===== config.mk =====
export PLATFORM = sky130hd
export DESIGN_NAME = sram_arbiter
export DESIGN_NICKNAME = d
export VERILOG_FILES = /design/src/rtl/sram_arbiter.sv
export SDC_FILE = /design/constraint.sdc
export NUM_CORES = 1
export LEC_CHECK = 0
export CORE_MARGIN = 1
export CORE_UTILIZATION = 35
export CTS_CLUSTER_DIAMETER = 200
export CTS_CLUSTER_SIZE = 8
export DETAILED_ROUTE_END_ITERATION = 10
export GPL_ROUTABILITY_DRIVEN = 0
export HOLD_SLACK_MARGIN = 0.12
export PLACE_DENSITY = 0.79
export SYNTH_ARGS = -nofsm -noshare
export SYNTH_HDL_FRONTEND = slang
export SYNTH_SLANG_ARGS = --single-unit

===== constraint.sdc =====
create_clock -name clk -period 4.6 [get_ports clk]
set_input_delay 1.15 -clock clk [delete_from_list [all_inputs] [get_ports clk]]
set_output_delay 1.15 -clock clk [all_outputs]
set_load 0.01 [all_outputs]

===== src/rtl/sram_arbiter.sv =====
// sram_arbiter: shares one SRAM-like memory port between an instruction
// fetch port and a data load/store port. One transaction in flight at a time:
// IDLE (grant) -> ADDR (mem_req until mem_addr_ok) -> DATA (wait mem_data_ok).
module sram_arbiter #(
  parameter int RR_MODE = 0   // 0: data has fixed priority, 1: round-robin on ties
) (
  input  logic        clk,
  input  logic        reset,
  // inst port (read only)
  input  logic        inst_req,
  input  logic [31:0] inst_addr,
  output logic        inst_addr_ok,
  output logic        inst_data_ok,
  output logic [31:0] inst_rdata,
  // data port
  input  logic        data_req,
  input  logic        data_wr,
  input  logic [1:0]  data_size,
  input  logic [3:0]  data_wstrb,
  input  logic [31:0] data_addr,
  input  logic [31:0] data_wdata,
  output logic        data_addr_ok,
  output logic        data_data_ok,
  output logic [31:0] data_rdata,
  // memory side
  output logic        mem_req,
  output logic        mem_wr,
  output logic [1:0]  mem_size,
  output logic [3:0]  mem_wstrb,
  output logic [31:0] mem_addr,
  output logic [31:0] mem_wdata,
  input  logic        mem_addr_ok,
  input  logic        mem_data_ok,
  input  logic [31:0] mem_rdata
);

  typedef enum logic [1:0] {IDLE, ADDR, DATA} state_t;

  state_t      state;
  logic        hold_wr;
  logic [1:0]  hold_size;
  logic [3:0]  hold_wstrb;
  logic [31:0] hold_addr;
  logic [31:0] hold_wdata;
  logic        own_data;    // owner of the in-flight transaction: 1 = data port
  logic        last_data;   // last grant went to data (round-robin history)

  logic any_req, grant_data, gnt_fire, in_addr, xact_done;

  // Grant decision: data wins unless inst is alone, or round-robin says it
  // is inst's turn because data took the previous grant.
  assign any_req    = inst_req | data_req;
  assign grant_data = data_req & (~inst_req | (RR_MODE == 0) | ~last_data);

  // Everything observable is gated by reset so outputs read 0 while it is held,
  // even before the synchronous reset edge has landed in the state register.
  assign gnt_fire   = ~reset & (state == IDLE) & any_req;
  assign in_addr    = ~reset & (state == ADDR);
  assign xact_done  = ~reset & (state == DATA) & mem_data_ok;

  assign inst_addr_ok = gnt_fire & ~grant_data;
  assign data_addr_ok = gnt_fire &  grant_data;
  assign inst_data_ok = xact_done & ~own_data;
  assign data_data_ok = xact_done &  own_data;
  assign inst_rdata   = inst_data_ok ? mem_rdata : 32'h0;
  assign data_rdata   = data_data_ok ? mem_rdata : 32'h0;

  assign mem_req   = in_addr;
  assign mem_wr    = in_addr & hold_wr;
  assign mem_size  = in_addr ? hold_size  : 2'd0;
  assign mem_wstrb = in_addr ? hold_wstrb : 4'h0;
  assign mem_addr  = in_addr ? hold_addr  : 32'h0;
  assign mem_wdata = in_addr ? hold_wdata : 32'h0;

  // Transaction FSM: capture the granted request, then track the memory handshake.
  always_ff @(posedge clk) begin
    if (reset) begin
      state      <= IDLE;
      hold_wr    <= 1'b0;
      hold_size  <= 2'd0;
      hold_wstrb <= 4'h0;
      hold_addr  <= 32'h0;
      hold_wdata <= 32'h0;
      own_data   <= 1'b0;
      last_data  <= 1'b0;
    end else begin
      case (state)
        IDLE: if (any_req) begin
          own_data  <= grant_data;
          last_data <= grant_data;
          if (grant_data) begin
            hold_wr    <= data_wr;
            hold_size  <= data_size;
            hold_wstrb <= data_wstrb;
            hold_addr  <= data_addr;
            hold_wdata <= data_wdata;
          end else begin
            // fetches are always full-word reads
            hold_wr    <= 1'b0;
            hold_size  <= 2'd2;
            hold_wstrb <= 4'h0;
            hold_addr  <= inst_addr;
            hold_wdata <= 32'h0;
          end
          state <= ADDR;
        end
        ADDR: if (mem_addr_ok) state <= DATA;
        DATA: if (mem_data_ok) state <= IDLE;
        default: state <= IDLE;
      endcase
    end
  end

endmodule


==> metrics.md, run 1 <==
| Metric | Value |
|---|---|
| Post-Synth XOR/XNOR Area | 0% |
| Setup TNS after final layout | 0 ps |
| Core Footprint | 11000 um^2 |
| Warning count from the yosys run | 0 |
| Maximum fanout along the worst path | 33 |
| Remaining global-route overflow | 0 |
| Mean Syn Cell Area | 8.13 um^2 |
| Status | complete, no violations |
| Sequential element share of the synthesized area | 37.0% |
| Via count | 4461 |
| Type of the setup path with the least slack | input pin to primary output |
| Post_cts resized | 0 |
| Number of clock sinks seen by CTS | 74 |
| Hold path startpoint | hold_wdata[11] |
| Gate count after technology mapping | 492 |
| Peak VDD IR | 0.206 mV |
| Number of design-rule violations left by the first detailed-router iteration | 208 |
| Launching instance or port of the critical path | mem_data_ok |
| Largest buffer count on any clock path | 2 |
| Ratio of cells with drive above 1 in the final layout | 4.42% |
| Vias in the first global route | 4326 |
| Pin count of the biggest net entering global routing | 69 |
| Die span in x | 109 um |
| Count of buffers from port buffering | 280 |
| Static leakage | 2.70 nW |
| Die ar. | 11900 um^2 |
| Number of synthesized register bits | 74 |
| Tightest hold margin | 469 ps |
| Largest stage delay, worst path | 540 ps |
| Worst path most repeated cell | sky130_fd_sc_hd__clkdlybuf4s50_1 |
| Number of remaining DRC errors | 0 |
| Startpoint of the most critical register-to-register path | state[1] |
| Slowest library cell on the worst path | sky130_fd_sc_hd__clkdlybuf4s50_1 |
| Number of hold-slack violations in the final timing report | 0 |
| Worst Clk Skew | 9.45 ps |
| Finish-stage setup viols | 0 |
| Type of the most critical hold path | register to register |
| Global-route wire length before repair | 21500 um |
| Synth Area in Simple Gates | 27.9% |
| Transition at the pin with the smallest max-transition slack | 842 ps |
| Crit path DAT | 2990 ps |
| Total nets after synthesis | 633 |
| Count of H-tree levels built during CTS | 3 |
| Number of buffers inserted by hold repair at cts | 0 |
| Dominant combinational cell family by area after synthesis | simple AND/OR/NAND/NOR gates |
| Initial cell density of the core | 36.4% |
| Sum of routed wire length over all layers | 14200 um |
| Row Count | 38 |
| Portion of netlist area occupied by mux cells | 8.01% |
| Worst slew margin | 43.7% |
| Number of I/O pins | 281 |
| Power density cells | 270 nW/um^2 |
| Max cap viols | 0 |
| Unrepaired setup endpoints after global routing | false |
| Total GRT Usage | 23.2% |
| Sequence of cells on the critical path | clkdlybuf4s50_1 -> nor3b_1 -> and3_1 -> buf_4 -> and2_1 -> clkdlybuf4s50_1 |
| Post-DR wirelength/cell | 16.0 um |
| Worst setup EP type | primary output |
| Area fraction in compound gates after synthesis | 20.3% |
| Total half-perimeter wirelength after legalization and detailed placement | 10600 um |
| Total power of the final layout | 1.92 mW |
| Net count reported at finish | 884 |
| Area growth from synthesis to layout | 78.1% |
| Number of vias per cell | 5.02 |
| Clock buffers created by TritonCTS | 9 |
| Clock tree from TritonCTS | done |
| Fill count | 959 |
| Die Height | 109 um |
| Adder and majority cell fraction of the synthesized area | 0% |
| Detailed-router iteration count before antenna repair | 5 |
| Setup Fix Bufs, Post-CTS | 0 |
| Number of different library cells in the post-synthesis netlist | 28 |
| Maximum achievable frequency | 241 MHz |
| CP Launch Type | input pin |
| Min Clock Period, post-route | 4140 ps |
| DRT antenna net count | 0 |
| Final cycle utilization of the critical path | 90.1% |
| Root buffer cell | sky130_fd_sc_hd__clkbuf_16 |
| DP Area | 6790 um^2 |
| Worst reg-to-reg setup slack | 2680 ps |
| Clock input transition at the sequential cells of the worst setup and hold paths | 60 ps |
| CP Data Required Time | 3450 ps |
| Final instance area | 7130 um^2 |
| Mapped Area | 4000 um^2 |
| Source-to-sink clock delay at the later pin of the worst-skew pair | 330 ps |
| Initial antenna violation count | 2 |
| Final Slew Violations | 0 |
==> critical path: cells and delay by family <==
family | cells | cell delay (ps)
buffers and inverters | 3 | 1260
and+or+nand+nor | 3 | 580
==> layout by cell type, fill, tap and decap left out, drive strengths merged, types with 2 or more instances in the layout <==
cell type / netlist / routed
clkbuf: 24 / 11
clkinvlp: 0 / 2
a21oi: 72 / 72
inv: 2 / 2
a211oi: 32 / 32
clkdlybuf4s50: 0 / 278
diode: 0 / 2
or2: 2 / 2
nand2: 41 / 41
and2: 135 / 135
bufinv: 0 / 2
nor2: 5 / 5
buf: 25 / 11
nor3b: 3 / 3
o21ai: 39 / 39
dfxtp: 74 / 74
mux2i: 32 / 32
==> stage by stage <==
stage          utilization (%)  instances  setup WS (ps)
5_1_grt                   64.9        889            285
2_1_floorplan                -        492           1370
3_5_place_dp              61.8        872            464
4_1_cts                   64.8        887            451
3_3_place_gp              61.8        872            478
6_report                  64.9        889            457
==> routing by layer <==
layer  global-route usage, %  routed length (um)
met5                       0                   0
met3                    4.48                 965
met1                    23.3                5130
met4                    12.5                 598
met2                    44.5                7510
==> synth_stat cells <==
cell type	number	area share, %
sky130_fd_sc_hd__and3_1	1	0.16
sky130_fd_sc_hd__and2_1	135	21
sky130_fd_sc_hd__nor3b_2	1	0.31
sky130_fd_sc_hd__or2_4	1	0.22
sky130_fd_sc_hd__or2_1	1	0.16
sky130_fd_sc_hd__inv_1	2	0.19
sky130_fd_sc_hd__buf_2	15	1.9
sky130_fd_sc_hd__o21ai_0	39	4.9
sky130_fd_sc_hd__a21oi_1	72	9.0
sky130_fd_sc_hd__nor3b_4	1	0.47
sky130_fd_sc_hd__mux2i_1	32	8.0
sky130_fd_sc_hd__nor2_4	2	0.56
sky130_fd_sc_hd__nor2_1	2	0.19
sky130_fd_sc_hd__buf_4	4	0.75
sky130_fd_sc_hd__a211oi_1	32	6.0
sky130_fd_sc_hd__nor3_1	1	0.12
sky130_fd_sc_hd__clkbuf_1	12	1.1
sky130_fd_sc_hd__nor3b_1	1	0.19
sky130_fd_sc_hd__clkbuf_2	12	1.5
sky130_fd_sc_hd__dfxtp_1	74	37
sky130_fd_sc_hd__buf_1	2	0.19
sky130_fd_sc_hd__nand2_1	41	3.8
sky130_fd_sc_hd__nor2_2	1	0.16
sky130_fd_sc_hd__nand3b_1	1	0.19
sky130_fd_sc_hd__buf_6	4	1.1
sky130_fd_sc_hd__o22ai_1	1	0.16
sky130_fd_sc_hd__and3b_1	1	0.22
sky130_fd_sc_hd__o221a_2	1	0.28
==> kinds of logic after synthesis <==
| kind of cell | count (synthesis) |
|---|---|
| compound gates | 145 |
| simple gates | 190 |
| buf+inv | 51 |
| flops | 74 |
| mux | 32 |
==> layout make-up <==
cell class / instances / area (um^2) / share of cell area [%]
timing repair buffer: 289 / 2870 / 40.3
multi-input combinational: 367 / 2260 / 31.7
sequential: 74 / 1480 / 20.8
clock buffer: 11 / 253 / 3.55
tap: 140 / 175 / 2.46
clock inverter: 4 / 75.1 / 1.05
inverter: 2 / 7.51 / 0.105
antenna: 2 / 5.00 / 0.0702
==> registers in the layout (all words and copies together), names as in the netlist <==
signal and flops:
hold_size 2, state 2, hold_addr 32, own_data 1
hold_wstrb 4, hold_wdata 32, hold_wr 1
==> where the power goes <==
group / leakage, nW / switching (mW) / internal (mW) / total (mW)
Combinational: 1.94 / 0.197 / 0.227 / 0.423
Sequential: 0.611 / 0.0314 / 0.706 / 0.738
Clock: 0.154 / 0.262 / 0.501 / 0.763
Total: 2.70 / 0.490 / 1.43 / 1.92
==> final timing paths <==
path                                        to  depth (start not counted)
worst min-delay path            hold_wdata[11]                          2
worst max register to register    hold_size[1]                          3
worst max-delay path            data_rdata[10]                          6
worst min register to register  hold_wdata[11]                          2
(Power assumes the default switching activity.)
==> run 2: changes to the inputs <==
Settings changed: ABC_AREA set to 1, PLACE_DENSITY 0.79 to 0.78.
==> metrics.md, run 2 <==
| Metric | Value |
|---|---|
| Status | complete, no violations |
| Largest buffer count on any clock path | 2 |
| Core Footprint | 11400 um^2 |
| CP Data Required Time | 3450 ps |
| Top post-synthesis cells by count | 241 x sky130_fd_sc_hd__nand2_1, 204 x sky130_fd_sc_hd__nor2_1, 112 x sky130_fd_sc_hd__inv_1 |
| Total GRT Usage | 21.6% |
| Number of hold-slack violations in the final timing report | 0 |
| Number of synthesized register bits | 74 |
| Root buffer cell | sky130_fd_sc_hd__clkbuf_16 |
| Final cycle utilization of the critical path | 87.9% |
| Number of clock sinks seen by CTS | 74 |
| Adder and majority cell fraction of the synthesized area | 0% |
| Sum of routed wire length over all layers | 13600 um |
| Global-route wire length before repair | 20300 um |
| Pin count of the biggest net entering global routing | 51 |
| Crit path DAT | 2900 ps |
| Total nets after synthesis | 869 |
| Die ar. | 12200 um^2 |
| Min Clock Period, post-route | 4050 ps |
| Filler-free cell count of the finished design | 1138 |
| Final core utilization | 63.5% |
| Sequence of cells on the critical path | clkdlybuf4s50_1 -> inv_2 -> buf_4 -> nand3_1 -> inv_2 -> clkdlybuf4s50_1 |
| Area fraction in compound gates after synthesis | 0.244% |
| Count leader, synth | sky130_fd_sc_hd__nand2_1 |
| Warning count from the yosys run | 0 |
| Transition at the pin with the smallest max-transition slack | 544 ps |
| Number of remaining DRC errors | 0 |
| Fill count | 1080 |
| Total length of routed met3 wires | 1060 um |
| DRT antenna net count | 0 |
| Vias in the first global route | 4266 |
| Commonest non-fill, non-tap cell in the layout | sky130_fd_sc_hd__clkdlybuf4s50_1 |
| PnR worst setup slack | 555 ps |
| DP Area | 6940 um^2 |
| Initial cell density of the core | 35.9% |
| Largest stage delay, worst path | 560 ps |
| Peak VDD IR | 0.139 mV |
| CP Launch Type | input pin |
| Slowest library cell on the worst path | sky130_fd_sc_hd__clkdlybuf4s50_1 |
| Type of the most critical hold path | register to register |
| Area growth from synthesis to layout | 76.8% |
| Source-to-sink clock delay at the later pin of the worst-skew pair | 330 ps |
| Placement Setup Slack | 568 ps |
| Post_cts resized | 0 |
| Final instance area | 7250 um^2 |
| Worst slew margin | 63.8% |
| Die Height | 110 um |
| Routed wire length on met2 | 7060 um |
| Max cap viols | 0 |
| Clock tree from TritonCTS | done |
| Dominant combinational cell family by area after synthesis | simple AND/OR/NAND/NOR gates |
| Initial antenna violation count | 1 |
| Row Count | 39 |
| Final Slew Violations | 0 |
| Clock input transition at the sequential cells of the worst setup and hold paths | 60 ps |
| Gate count after technology mapping | 728 |
| Share of flip-flops with an asynchronous set or reset | 0% |
| Number of design-rule violations left by the first detailed-router iteration | 235 |
| Static leakage | 3.42 nW |
| Top-area cell type share of the netlist area | 36.1% |
| Die span in x | 110 um |
| Number of vias per cell | 4.32 |
| Total power of the final layout | 1.86 mW |
| Type of the setup path with the least slack | input pin to primary output |
| Maximum achievable frequency | 247 MHz |
| Clock buffers created by TritonCTS | 9 |
| Detailed-router iteration count before antenna repair | 4 |
| Number of flops mapped to enable cells by yosys | 0 |
| Mean Syn Cell Area | 5.63 um^2 |
| Top library cells by usage in the layout, fill and taps aside | 280 x sky130_fd_sc_hd__clkdlybuf4s50_1, 241 x sky130_fd_sc_hd__nand2_1, 204 x sky130_fd_sc_hd__nor2_1 |
| Registers with the most flip-flops | hold_addr x32, hold_wdata x32, hold_wstrb x4 |
| Kind of cell with the highest combined delay on the critical path | buffers and inverters |
| Number of buffers and inverters on the critical path | 5 |
| Wire length the detailed router placed on met1 | 5310 um |
| Via count | 4920 |
| Power density cells | 257 nW/um^2 |
| Worst Clk Skew | 6.81 ps |
| Number of different library cells in the post-synthesis netlist | 16 |
| Post-Synth XOR/XNOR Area | 0% |
| Sequential element share of the synthesized area | 36.1% |
| Tightest hold margin | 469 ps |
| Cells taking the most area after synthesis | sky130_fd_sc_hd__dfxtp_1 36%, sky130_fd_sc_hd__nand2_1 22%, sky130_fd_sc_hd__nor2_1 19% |
| Unrepaired setup endpoints after global routing | false |
| Number of I/O pins | 281 |
| DR top layer | met4 |
| Placed insts | 1121 |
| Leading area contributor after synthesis | sky130_fd_sc_hd__dfxtp_1 |
| Remaining global-route overflow | 0 |
| Synth Area in Simple Gates | 47.0% |
| Net count reported at finish | 1130 |
| Most common flop cell mapped by yosys | sky130_fd_sc_hd__dfxtp_1 |
| Portion of netlist area occupied by mux cells | 0% |
| Setup Fix Bufs, Post-CTS | 0 |
| Total half-perimeter wirelength after legalization and detailed placement | 10400 um |
| Count of buffers from port buffering | 280 |
| Count of H-tree levels built during CTS | 3 |
| Number of buffers inserted by hold repair at cts | 0 |
| Post-DR wirelength/cell | 12.0 um |
| Worst setup EP type | primary output |
| Maximum fanout along the worst path | 17 |
| Setup TNS after final layout | 0 ps |
| Finish-stage setup viols | 0 |
| Mapped Area | 4100 um^2 |
| Ratio of cells with drive above 1 in the final layout | 3.62% |
==> run 2: cell families (layout without fill, tap and decap cells) <==
logic type,after synthesis,in the layout
AOI/OAI and AO/OA,2,2
buffers and inverters,158,424
other,0,1
and+or+nand+nor,494,494
DFF,74,74
==> run 2: worst paths after layout <==
path	startpoint	endpoint	slack, ps	cells past startpoint
max	reset	data_addr_ok	550	6
min	hold_wdata[18]	hold_wdata[18]	470	2
max reg2reg	state[0]	hold_addr[27]	3040	6
min reg2reg	hold_wdata[18]	hold_wdata[18]	470	2
==> run 2: power breakdown <==
part           total, mW  internal (mW)  switching, mW
Clock              0.722          0.430          0.291
Sequential         0.723          0.700         0.0226
Combinational      0.419          0.208          0.211
==> run 2: final cells by class <==
class | instances | area (um^2) | area share, %
timing repair buffer | 293 | 2900 | 40.0
multi-input combinational | 496 | 1950 | 26.8
sequential | 74 | 1480 | 20.4
inverter | 115 | 432 | 5.95
clock buffer | 9 | 225 | 3.11
tap | 143 | 179 | 2.47
clock inverter | 7 | 83.8 | 1.16
antenna | 1 | 2.50 | 0.0345
==> run 2: worst register-to-register path, stage by stage, from the launching register on <==
cell	delay [ps]
sky130_fd_sc_hd__dfxtp_1	450
sky130_fd_sc_hd__nor2_2	110
sky130_fd_sc_hd__nand2_4	390
sky130_fd_sc_hd__buf_4	320
sky130_fd_sc_hd__nand2_1	90
sky130_fd_sc_hd__nand2_1	70
sky130_fd_sc_hd__nor2_1	40
==> run 2: per-layer routing <==
metal  vias up  GRT usage (%)
met2       163           41.1
li1       2615              -
met5         -              0
met3        15           5.64
met4         0           7.05
met1      2127           23.1
==> run 3: changes to the inputs <==
Settings changed: ABC_AREA 1 to unset, PLACE_DENSITY 0.78 to 0.79.
==> results of run 3 <==
Final layout, timing and power as in run 1 (identical DEF).
